$ cat src/rtl/uart_tx_if.sv
// CPU-to-console bus: byte-store strobe and data toward the UART, serial line and status back.
interface uart_tx_if;
    logic        wr_en;
    logic [31:0] wr_data;
    logic        tx;
    logic        busy;
    logic        fifo_full;
    logic        fifo_empty;
    logic        overflow;

    modport master (
        output wr_en, wr_data,
        input  tx, busy, fifo_full, fifo_empty, overflow
    );

    modport slave (
        input  wr_en, wr_data,
        output tx, busy, fifo_full, fifo_empty, overflow
    );
endinterface

$ cat src/rtl/uart_tx_mmio.sv
// Memory-mapped UART transmitter: byte stores are queued in a small FIFO and sent as 8N1 frames.
module uart_tx_mmio #(
    parameter int unsigned CLK_DIV    = 868,
    parameter int unsigned FIFO_DEPTH = 8
) (
    input  logic       clk,
    input  logic       rst_n,
    uart_tx_if.slave   bus
);

    localparam int unsigned PTR_W  = $clog2(FIFO_DEPTH);
    localparam int unsigned CNT_W  = PTR_W + 1;
    localparam int unsigned BAUD_W = $clog2(CLK_DIV);

    typedef enum logic [1:0] {IDLE, START, DATA, STOP} state_e;

    state_e             state_q, state_d;
    logic [BAUD_W-1:0]  baud_q, baud_d;
    logic [2:0]         bit_q, bit_d;
    logic [7:0]         shift_q, shift_d;
    logic [PTR_W-1:0]   wr_ptr_q, wr_ptr_d;
    logic [PTR_W-1:0]   rd_ptr_q, rd_ptr_d;
    logic [CNT_W-1:0]   count_q, count_d;
    logic               tx_q, tx_d;
    logic               busy_q, busy_d;
    logic               full_q, full_d;
    logic               empty_q, empty_d;
    logic               ovf_q, ovf_d;

    logic [7:0]         mem_q [FIFO_DEPTH];

    logic               push_c;
    logic               drop_c;
    logic               pop_c;
    logic               baud_last_c;
    logic               unused_wr_hi_c;

    assign unused_wr_hi_c = ^bus.wr_data[31:8];

    // Fullness is judged on the pre-edge count, so a same-edge pop never rescues a write.
    assign push_c      = bus.wr_en && !full_q;
    assign drop_c      = bus.wr_en && full_q;
    assign baud_last_c = (baud_q == BAUD_W'(CLK_DIV - 1));

    always_ff @(posedge clk) begin
        if (push_c) begin
            mem_q[wr_ptr_q] <= bus.wr_data[7:0];
        end
    end

    always_ff @(posedge clk or negedge rst_n) begin
        if (!rst_n) begin
            state_q  <= IDLE;
            baud_q   <= '0;
            bit_q    <= '0;
            shift_q  <= '0;
            wr_ptr_q <= '0;
            rd_ptr_q <= '0;
            count_q  <= '0;
            tx_q     <= 1'b1;
            busy_q   <= 1'b0;
            full_q   <= 1'b0;
            empty_q  <= 1'b1;
            ovf_q    <= 1'b0;
        end else begin
            state_q  <= state_d;
            baud_q   <= baud_d;
            bit_q    <= bit_d;
            shift_q  <= shift_d;
            wr_ptr_q <= wr_ptr_d;
            rd_ptr_q <= rd_ptr_d;
            count_q  <= count_d;
            tx_q     <= tx_d;
            busy_q   <= busy_d;
            full_q   <= full_d;
            empty_q  <= empty_d;
            ovf_q    <= ovf_d;
        end
    end

    always_comb begin
        state_d  = state_q;
        baud_d   = baud_q;
        bit_d    = bit_q;
        shift_d  = shift_q;
        wr_ptr_d = wr_ptr_q;
        rd_ptr_d = rd_ptr_q;
        count_d  = count_q;
        pop_c    = 1'b0;

        case (state_q)
            IDLE: begin
                if (!empty_q) begin
                    pop_c   = 1'b1;
                    shift_d = mem_q[rd_ptr_q];
                    baud_d  = '0;
                    state_d = START;
                end
            end
            START: begin
                if (baud_last_c) begin
                    baud_d  = '0;
                    bit_d   = '0;
                    state_d = DATA;
                end else begin
                    baud_d = baud_q + BAUD_W'(1);
                end
            end
            DATA: begin
                if (baud_last_c) begin
                    baud_d  = '0;
                    shift_d = {1'b0, shift_q[7:1]};
                    if (bit_q == 3'd7) begin
                        state_d = STOP;
                    end else begin
                        bit_d = bit_q + 3'd1;
                    end
                end else begin
                    baud_d = baud_q + BAUD_W'(1);
                end
            end
            STOP: begin
                // Chain straight into the next start bit when more bytes are queued.
                if (baud_last_c) begin
                    baud_d = '0;
                    if (!empty_q) begin
                        pop_c   = 1'b1;
                        shift_d = mem_q[rd_ptr_q];
                        state_d = START;
                    end else begin
                        state_d = IDLE;
                    end
                end else begin
                    baud_d = baud_q + BAUD_W'(1);
                end
            end
            default: begin
                state_d = IDLE;
            end
        endcase

        if (push_c) begin
            wr_ptr_d = wr_ptr_q + PTR_W'(1);
        end
        if (pop_c) begin
            rd_ptr_d = rd_ptr_q + PTR_W'(1);
        end
        case ({push_c, pop_c})
            2'b10:   count_d = count_q + CNT_W'(1);
            2'b01:   count_d = count_q - CNT_W'(1);
            default: count_d = count_q;
        endcase

        ovf_d   = ovf_q | drop_c;
        full_d  = (count_d == CNT_W'(FIFO_DEPTH));
        empty_d = (count_d == '0);
        busy_d  = (state_d != IDLE) || (count_d != '0);

        case (state_d)
            START:   tx_d = 1'b0;
            DATA:    tx_d = shift_d[0];
            default: tx_d = 1'b1;
        endcase
    end

    assign bus.tx         = tx_q;
    assign bus.busy       = busy_q;
    assign bus.fifo_full  = full_q;
    assign bus.fifo_empty = empty_q;
    assign bus.overflow   = ovf_q;

endmodule

$ cat src/flat_wrapper.sv
// flat-port wrapper written by rule: the top's interface ports become plain ports
module uart_tx_mmio_flat 
#(
    parameter int unsigned CLK_DIV    = 868,
    parameter int unsigned FIFO_DEPTH = 8
)
  (clk, rst_n, bus_wr_en, bus_wr_data, bus_tx, bus_busy, bus_fifo_full, bus_fifo_empty, bus_overflow);
  uart_tx_if bus_i ();
  input  logic clk;
  input  logic rst_n;
  input wire logic [$bits(bus_i.wr_en)-1:0] bus_wr_en;
  input wire logic [$bits(bus_i.wr_data)-1:0] bus_wr_data;
  output wire logic [$bits(bus_i.tx)-1:0] bus_tx;
  output wire logic [$bits(bus_i.busy)-1:0] bus_busy;
  output wire logic [$bits(bus_i.fifo_full)-1:0] bus_fifo_full;
  output wire logic [$bits(bus_i.fifo_empty)-1:0] bus_fifo_empty;
  output wire logic [$bits(bus_i.overflow)-1:0] bus_overflow;
  assign bus_i.wr_en = bus_wr_en;
  assign bus_i.wr_data = bus_wr_data;
  assign bus_tx = bus_i.tx;
  assign bus_busy = bus_i.busy;
  assign bus_fifo_full = bus_i.fifo_full;
  assign bus_fifo_empty = bus_i.fifo_empty;
  assign bus_overflow = bus_i.overflow;
  uart_tx_mmio #(.CLK_DIV(CLK_DIV), .FIFO_DEPTH(FIFO_DEPTH)) u_core (.clk(clk), .rst_n(rst_n), .bus(bus_i));
endmodule
$ cat config.mk
export PLATFORM = sky130hd
export DESIGN_NAME = uart_tx_mmio_flat
export DESIGN_NICKNAME = d
export VERILOG_FILES = /design/src/rtl/uart_tx_if.sv /design/src/rtl/uart_tx_mmio.sv /design/src/flat_wrapper.sv
export SDC_FILE = /design/constraint.sdc
export NUM_CORES = 1
export LEC_CHECK = 0
export CAP_MARGIN = 10
export CORE_AREA = 10 10 129 131
export DETAILED_ROUTE_END_ITERATION = 8
export DIE_AREA = 0 0 139 141
export PLACE_DENSITY_LB_ADDON = 0.3
export SYNTH_ARGS = -nofsm -noshare
export SYNTH_HDL_FRONTEND = slang
export SYNTH_SLANG_ARGS = --single-unit
$ cat constraint.sdc
create_clock -name clk -period 4.73 [get_ports clk]
set_input_delay 1.1825 -clock clk [delete_from_list [all_inputs] [get_ports clk]]
set_output_delay 1.1825 -clock clk [all_outputs]
set_load 0.005 [all_outputs]
==> metrics.md <==
| Metric | Value |
|---|---|
| Most common cell after layout, fill and taps aside | `edfxtp_1` |
| Async SR Flop Fraction | `between 30% and 40%` |
| Hold depth | `1` |
| Total power | `roughly 2.9 mW` |
| XOR/XNOR Fraction of Synth Area | `1.526%` |
| Hold Vio Cnt, Final | `0` |
| Setup TNS | `0 ns` |
| Initial antenna violation count | `0` |
| Post-Synth Adder-Cell Area | `approximately 3.3%` |
| Synth Area in Compound Gates | `approximately a tenth` |
| Clock latency on the worst-skew pair | `between 0.3 and 0.4 ns` |
| Clk_skew | `0.008992 ns` |
| Global route total overflow | `0` |
| Worst EP arrival | `around 3.9 ns` |
| Antenna viol nets, final | `0` |
| Cells after Synth | `between 300 and 400` |
| All-Layer GR Usage | `9.598%` |
| Initial Utilization | `32.32%` |
| Vias per cell | `5.071` |
| Hold wc startpoint | `u_core.bus.overflow$_DFF_PN0_` |
| First DRT Iteration DRCs | `just under 200` |
| CTS sink count | `approximately 100` |
| Fin worst setup slack | `around 1.1 ns` |
| Synth Cell Area | `between 0.004 and 0.005 sq mm` |
| Placed cell areas | `0.004922 sq mm` |
| Worst reg2reg setup slack | `about 1.1 ns` |
| Synthesized flop and latch total | `102` |
| Vias | `~2.7k` |
| Minimum clock period | `between 3 and 4 ns` |
| Max-Slew Margin vs Limit | `about a third` |
| Final WL | `9080 um` |
| PostCTS Resize Cnt | `0` |
| Hpwl dp | `between 5000 and 6000 um` |
| Fraction of final layout cells sized beyond drive strength 1 | `13.03%` |
| Port bufs | `15` |
| MaxCap Viol Count | `0` |
| Hold buffers post-CTS | `0` |
| Diode count | `0` |
| First-pass GRT wire length | `approximately 15000 um` |
| Wl on met1 | `approximately 4000 um` |
| Die H | `roughly 140 um` |
| Hold Crit Class | `reg2reg` |
| Leak | `approximately 1.9 nW` |
| Worst reg2reg path depth | `11` |
| Boundary Pins | `40` |
| Avg WL per Cell | `16.91 um` |
| Post-CTS Setup Inserts | `0` |
| Post-synth EDFFs | `64` |
| Fin nets | `about 400` |
| Vias in the first global route | `between 2k and 3k` |
| Hold WS | `0.4661 ns` |
| CTS Buf Count | `9` |
| Critical path origin | `u_core.state_q[1]$_DFF_PN0_` |
| Worst flop-to-flop path startpoint | `u_core.state_q[1]$_DFF_PN0_` |
| Highest routed layer | `met4` |
| Max FO, Critical Path | `9` |
| Most frequent cells in the layout | `edfxtp_1, dfrtp_1, o21ai_0` |
| H-Tree Depth | `3` |
| Wire length on met2 | `approximately 4600 um` |
| Pwr dens | `between 500 and 600 mW/mm^2` |
| Post-synthesis sequential area ratio | `a little over three fifths` |
| Combinational family with the most area after synthesis | `simple AND/OR/NAND/NOR gates` |
| Routability cong. | `between 0.7 and 0.8` |
| Yosys cell types | `50` |
| Final setup vio count | `0` |
| Startpoint types | `register` |
| Core area | `around 0.014 sq mm` |
| Endpoint type of the worst setup path | `register` |
| RSZ-0062 raised after global routing | `no` |
| Post-synth top flop | `edfxtp_1` |
| Tcrit/Tclk final | `between 70% and 80%` |
| DP Worst Slack | `0.7895 ns` |
| Net count after synthesis | `roughly 380` |
| Simple-gate area share of the yosys netlist | `between 10% and 20%` |
| Die area | `slightly below 0.02 sq mm` |
| CP required | `4.96 ns` |
| Multiplexer area fraction after synthesis | `10.30%` |
| Layout area overhead | `13.95%` |
| CTS root buf | `clkbuf_16` |
| Finished Cell Area | `between 0.005 and 0.006 sq mm` |
| WL met3 | `309 um` |
| Drt pass-1 iters | `4` |
| Number of remaining DRC errors | `0` |
| VDD IR max | `between 400 and 500 uV` |
| Mean post-synth cell area | `around 14 sq um` |
| Worst-margin pin slew | `between 0.9 and 1 ns` |
| Die width | `139 um` |
| Critical path class | `reg2reg` |
| Fmax | `about 280 MHz` |
| Hold EP | `u_core.bus.overflow$_DFF_PN0_` |
| Clock Pin Slew Worst Setup and Hold Paths | `0.07 ns` |
| Site Rows | `between 40 and 50` |
| CTS tree | `done` |
| Status | `complete, no violations` |
| Crit Reg-Reg Endpoint | `u_core.bus.fifo_full$_DFF_PN0_` |
| Max Slew Vio Count | `0` |
| Largest net degree at the start of global routing | `39` |
| Max clock buf depth | `2` |
| YS warnings | `0` |
-- critical path, stage by stage (launching register included) --
cell and delay, ns:
dfrtp_1 0.47, ha_1 0.35, and4bb_2 0.27, a31oi_1 0.51
nor3_1 0.22, ha_1 0.29, a21oi_1 0.40, a21o_1 0.14
a21oi_1 0.06, or4b_1 0.55, o31ai_2 0.12, nor3_1 0.11
-- layer usage --
layer	global-route usage, %	up-vias
met5	0	-
met4	3.075	0
met3	3.493	14
met2	15.94	36
met1	11.30	1367
li1	-	1306
-- cells by family after synthesis --
kind of cell	after synthesis
adder cells (fa/ha/maj)	12
flip-flops	102
XOR/XNOR	8
buffers and inverters	25
AO/OA/AOI/OAI	69
multiplexers	27
AND/OR/NAND/NOR	91
-- how the worst max path moves through the flow --
stage / end / slack [ns] / depth (start not counted)
3_5_place_dp: u_core.bus.fifo_full$_DFF_PN0_ / 0.79 / 10
5_1_grt: u_core.bus.fifo_empty$_DFF_PN1_ / 0.81 / 11
2_1_floorplan: u_core.bus.fifo_full$_DFF_PN0_ / 1.52 / 10
4_1_cts: u_core.bus.fifo_full$_DFF_PN0_ / 1.10 / 11
3_3_place_gp: u_core.bus.fifo_full$_DFF_PN0_ / 0.81 / 10
6_report: u_core.bus.fifo_full$_DFF_PN0_ / 1.11 / 11
-- cells in the mapped netlist (all sizes together) (6+ instances only) --
library cell | number | area [sq um]
a21oi | 19 | 95.09
a22oi | 7 | 52.55
buf | 7 | 36.28
clkbuf | 8 | 30.03
dfrtp | 36 | 900.9
edfxtp | 64 | 1922
ha | 12 | 150.1
inv | 10 | 37.54
mux2i | 9 | 90.09
mux4 | 16 | 360.4
nand2 | 19 | 71.32
nand2b | 6 | 37.54
nand3 | 7 | 35.03
nor2 | 24 | 90.09
nor3 | 9 | 45.04
o21ai | 25 | 125.1
-- per-stage QoR --
step,std cells,utilization (%)
floorplan,334,-
global placement,521,34.65
detailed placement,521,34.65
CTS,537,36.83
global route,537,36.83
finish,537,36.83
-- layout make-up --
class,instances,area (sq um)
Clock buffer,9,225.2
Tap cell,184,230.2
Multi-Input combinational cell,207,1612
Fill cell,1378,8972
Clock inverter,7,83.83
Timing Repair Buffer,18,167.7
Sequential cell,102,2875
Inverter,10,37.54
-- where the power goes --
| part | leakage (nW) | total (mW) | switching [mW] | internal (mW) |
|---|---|---|---|---|
| Sequential | 1.07 | 1.28 | 0.158 | 1.12 |
| Clock | 0.155 | 0.772 | 0.350 | 0.422 |
| Combinational | 0.661 | 0.864 | 0.451 | 0.413 |
| Total | 1.88 | 2.92 | 0.959 | 1.96 |
-- state kept, by name, summed over array words and instances, names as in the netlist, 2 cells and up --
name / cells
u_core.mem_q: 64
u_core.baud_q: 10
u_core.shift_q: 8
u_core.count_q: 4
u_core.bit_q: 3
u_core.rd_ptr_q: 3
u_core.wr_ptr_q: 3
u_core.state_q: 2
Note: power is estimated with default switching activity, not from simulation.
